--- config.mk ---
export PLATFORM = sky130hd
export DESIGN_NAME = alu_arbiter
export DESIGN_NICKNAME = d
export VERILOG_FILES = /design/src/rtl/alu_arbiter.sv
export SDC_FILE = /design/constraint.sdc
export NUM_CORES = 1
export LEC_CHECK = 0
export CAP_MARGIN = 10
export CORE_MARGIN = 2
export CORE_UTILIZATION = 37
export DETAILED_ROUTE_END_ITERATION = 8
export PLACE_DENSITY = 0.77
export SLEW_MARGIN = 20
export SYNTH_ARGS = -nofsm -noshare
export SYNTH_HDL_FRONTEND = slang
export SYNTH_SLANG_ARGS = --single-unit
--- constraint.sdc ---
create_clock -name clk -period 4.8 [get_ports clk]
set_input_delay 0.72 -clock clk [delete_from_list [all_inputs] [get_ports clk]]
set_output_delay 0.72 -clock clk [all_outputs]
set_load 0.05 [all_outputs]
--- src/rtl/alu_arbiter.sv ---
// Two-port round-robin arbiter sharing one external combinational ALU.
// Each port has at most one op in flight; results return through a per-port response slot.
module alu_arbiter #(
  parameter int CTRL_W = 13,
  parameter int DATA_W = 32
) (
  input  logic              clk,
  input  logic              rst,
  input  logic              req0_valid,
  output logic              req0_ready,
  input  logic [CTRL_W-1:0] req0_ctrl,
  input  logic [DATA_W-1:0] req0_src1,
  input  logic [DATA_W-1:0] req0_src2,
  output logic              resp0_valid,
  input  logic              resp0_ready,
  output logic [DATA_W-1:0] resp0_result,
  input  logic              req1_valid,
  output logic              req1_ready,
  input  logic [CTRL_W-1:0] req1_ctrl,
  input  logic [DATA_W-1:0] req1_src1,
  input  logic [DATA_W-1:0] req1_src2,
  output logic              resp1_valid,
  input  logic              resp1_ready,
  output logic [DATA_W-1:0] resp1_result,
  output logic [CTRL_W-1:0] alu_control,
  output logic [DATA_W-1:0] alu_src1,
  output logic [DATA_W-1:0] alu_src2,
  input  logic [DATA_W-1:0] alu_result,
  output logic [15:0]       op_count
);

  // Handshakes: a transfer happens on a rising edge where valid && ready;
  // valid must not wait on ready, and ready never looks at the same port's valid.

  logic              iss_vld;
  logic              iss_port;
  logic [CTRL_W-1:0] iss_ctrl;
  logic [DATA_W-1:0] iss_src1;
  logic [DATA_W-1:0] iss_src2;
  logic              rr;
  logic              elig0, elig1;
  logic              grant0, grant1;

  // A port is eligible when nothing of its own is in the ALU and its response slot frees up this cycle.
  always_comb begin
    elig0      = !(iss_vld && !iss_port) && (!resp0_valid || resp0_ready);
    elig1      = !(iss_vld &&  iss_port) && (!resp1_valid || resp1_ready);
    req0_ready = !rst && elig0 && (!rr || !(req1_valid && elig1));
    req1_ready = !rst && elig1 && ( rr || !(req0_valid && elig0));
    grant0     = req0_valid && req0_ready;
    grant1     = req1_valid && req1_ready;
  end

  assign alu_control = iss_vld ? iss_ctrl : '0;
  assign alu_src1    = iss_vld ? iss_src1 : '0;
  assign alu_src2    = iss_vld ? iss_src2 : '0;

  always_ff @(posedge clk or posedge rst) begin
    if (rst) begin
      iss_vld      <= 1'b0;
      iss_port     <= 1'b0;
      iss_ctrl     <= '0;
      iss_src1     <= '0;
      iss_src2     <= '0;
      rr           <= 1'b0;
      op_count     <= 16'd0;
      resp0_valid  <= 1'b0;
      resp0_result <= '0;
      resp1_valid  <= 1'b0;
      resp1_result <= '0;
    end else begin
      if (grant0) begin
        iss_vld  <= 1'b1;
        iss_port <= 1'b0;
        iss_ctrl <= req0_ctrl;
        iss_src1 <= req0_src1;
        iss_src2 <= req0_src2;
        rr       <= 1'b1;
        op_count <= op_count + 16'd1;
      end else if (grant1) begin
        iss_vld  <= 1'b1;
        iss_port <= 1'b1;
        iss_ctrl <= req1_ctrl;
        iss_src1 <= req1_src1;
        iss_src2 <= req1_src2;
        rr       <= 1'b0;
        op_count <= op_count + 16'd1;
      end else begin
        iss_vld <= 1'b0;
      end

      // Completion takes priority over drain; eligibility keeps them from colliding.
      if (iss_vld && !iss_port) begin
        resp0_valid  <= 1'b1;
        resp0_result <= alu_result;
      end else if (resp0_valid && resp0_ready) begin
        resp0_valid <= 1'b0;
      end

      if (iss_vld && iss_port) begin
        resp1_valid  <= 1'b1;
        resp1_result <= alu_result;
      end else if (resp1_valid && resp1_ready) begin
        resp1_valid <= 1'b0;
      end
    end
  end

endmodule

==> qor.yml <==
cts:
  insertion_delay_ps: 440
  cts_buffers: 17
  cts-root-buf: "clkbuf_16"
  cts_tree: "yes"
  cts_max_level: 4
  cts_resized: 0
  cts_sinks: 162
  cts.path.max_buffers: 2
  cts_hold_buf: 0
  post_cts_buffers: 0
  clk_pin_slew_ps: 70
worst_setup_path:
  end_kind: "output pin"
  cp.arrival_ps: 2790
  required_ps: 4080
  start_kind: "input pin"
  crit_fanout: 4
  path_class: "input pin to output pin"
floorplan:
  core_area_um2: 19600
  die_w_um: 146
  rows: 51
  pin_count: 353
  start_util_pct: 38.0
  die-height_um: 146
  die_area_um2: 21300
global_route:
  grt_usage_pct: 22.4
  grt.overflow.total: 0
  grt_pass1_wl_um: 37200
  grt_max_degree: 82
  antenna_found_initial: 0
  grt_pass1_vias: 6413
yosys:
  yosysSeqAreaShare_pct: 54.5
  synth_edf_count: 0
  synthArstFlopShare_pct: 100
  yosysWarnings: 0
  synth_nets: 767
  synthFlopType: "dfrtp_1"
  ys_top_cells_by_area: "dfrtp_1, mux2_2, o221a_2"
  avgSynthCellArea_um2: 13.0
  synth_top_area_cell: "dfrtp_1"
  synth_seq_cells: 162
  synth_top_area_share_pct: 54.5
  synth_area_um2: 7440
  synth.distinct_cells: 32
  netlist_instances: 574
outcome:
  outcome: "finished clean"
route:
  viasPerCell: 5.23
  dr.pass1.iters: 4
  route.detailed.drc: 0
  wl_per_cell_um: 20.1
  ant_nets: 0
  drtIter0Drc: 395
  num_vias: 6181
  drt-total-wl_um: 23800
power:
  p_seq_share_pct: 28.5
  power_frac_comb_pct: 54.7
  ir_drop_mv: 0.452
  power.share.clock_pct: 16.8
  netSwitchingPower_mw: 3.76
  p_int_mw: 4.42
  p_sw_share_pct: 46.0
  p_leak_nw: 4.54
  powerDensity_nw_per_um2: 696
cells_and_area:
  diodes: 0
  final_common_cell: "clkdlybuf4s50_1"
  drive_gt1_share_pct: 19.1
  layout_common_cells: "clkdlybuf4s50_1, dfrtp_1, nand3b_1, and2_1, mux2_2"
  areaGrowthSynthToFinish_pct: 58.0
  nets: 1097
  final_core_util_pct: 60.0
timing:
  relSlewSlack_pct: 37.5
  max_slew.worst_pin.slew_ps: 937
  finClkSkew_ps: 17.5
  setup_viol: 0
  fin_setup_tns_ps: 0
  slew_viol_final: 0
  rsz0062_at_grt: "no"
  fin_crit_sh_pct: 73.0
  hold_violations: 0
  fmax_mhz: 285
  fin_crit_ps: 3510
job:
  drv_cap: 0
hold_path:
  min_path_type: "register to register"
place:
  io_buffers: 352
  place_congestion: 0.841
  dp_hpwl_um: 16600
metrics by stage:
step	cell area [um^2]	hold slack [ps]	cells	total power, mW	setup WS (ps)
6_report	11800	477	1182	8.18	1290
5_1_grt	11800	499	1182	8.52	1230
4_1_cts	11800	480	1182	8.26	1300
3_5_place_dp	11100	457	1150	6.86	1120
3_3_place_gp	11100	456	1150	6.78	1160
2_1_floorplan	7440	460	574	5.31	244
registers in the layout, summed over array words and instances, names as in the netlist:
register,flops
iss_src1,32
iss_src2,32
resp0_result,32
resp1_result,32
op_count,16
iss_ctrl,13
iss_port,1
iss_vld,1
resp0_valid,1
resp1_valid,1
rr,1
per-layer routing:
| layer | track usage, % | wire length (um) |
|---|---|---|
| met4 | 10.2 | 868 |
| met1 | 27.4 | 9560 |
| met5 | 0 | 0 |
| met3 | 4.67 | 1390 |
| met2 | 38.2 | 12000 |
worst max-delay path, cell delays in order:
cell and delay, ps:
clkdlybuf4s50_1 390, nand2b_1 200, nand4_1 240, nor3b_1 360, clkdlybuf4s50_1 880
power by group through the flow:
stage	Combinational, mW	Clock, mW	Sequential (mW)
2_1_floorplan	1.95	0	3.36
3_3_place_gp	4.46	0	2.33
3_5_place_dp	4.50	0	2.35
4_1_cts	4.51	1.41	2.33
5_1_grt	4.64	1.47	2.41
6_report	4.47	1.37	2.33
path summary, 6_finish.rpt:
check / from / end / slack [ps] / cells after the start
max: resp1_ready / req0_ready / 1290 / 5
min: op_count[15] / op_count[15] / 480 / 1
min in group asynchronous: rst / resp0_result[9] / 880 / 3
min reg2reg: op_count[15] / op_count[15] / 480 / 1
max in group asynchronous: rst / resp1_result[23] / 2410 / 4
max reg2reg: iss_port / iss_ctrl[9] / 1940 / 6
cell usage after synthesis (2+ instances only):
library cell  number
dfrtp_1          162
and2_1            77
nand3b_1          77
mux2_2            64
o221a_2           58
clkbuf_1          30
o221a_1           19
buf_2             12
xor2_1            12
nand2_1           10
a211oi_1           6
nand3_1            5
a21oi_1            4
and4_1             4
buf_6              4
a2111oi_2          3
buf_1              3
nand2b_1           3
nand4_1            3
xnor2_1            3
buf_4              2
nand4_2            2
nor3b_1            2
logic make-up after synthesis:
family	share of synthesized area (%)
buffers and inverters	3.33
multiplexers	9.84
adder cells (fa/ha/maj)	0.168
XOR/XNOR	1.77
AO/OA/AOI/OAI	13.4
AND/OR/NAND/NOR	17.0
flip-flops	54.5
area by class of cell:
| cell class | count | area (um^2) |
|---|---|---|
| Sequential cell | 162 | 4060 |
| Clock inverter | 15 | 180 |
| Multi-Input combinational cell | 360 | 3140 |
| Timing Repair Buffer | 362 | 3610 |
| Inverter | 1 | 7.51 |
| Clock buffer | 17 | 425 |
| Tap cell | 265 | 332 |
| Fill cell | 1640 | 7840 |
Note: power is estimated with default switching activity, not from simulation.
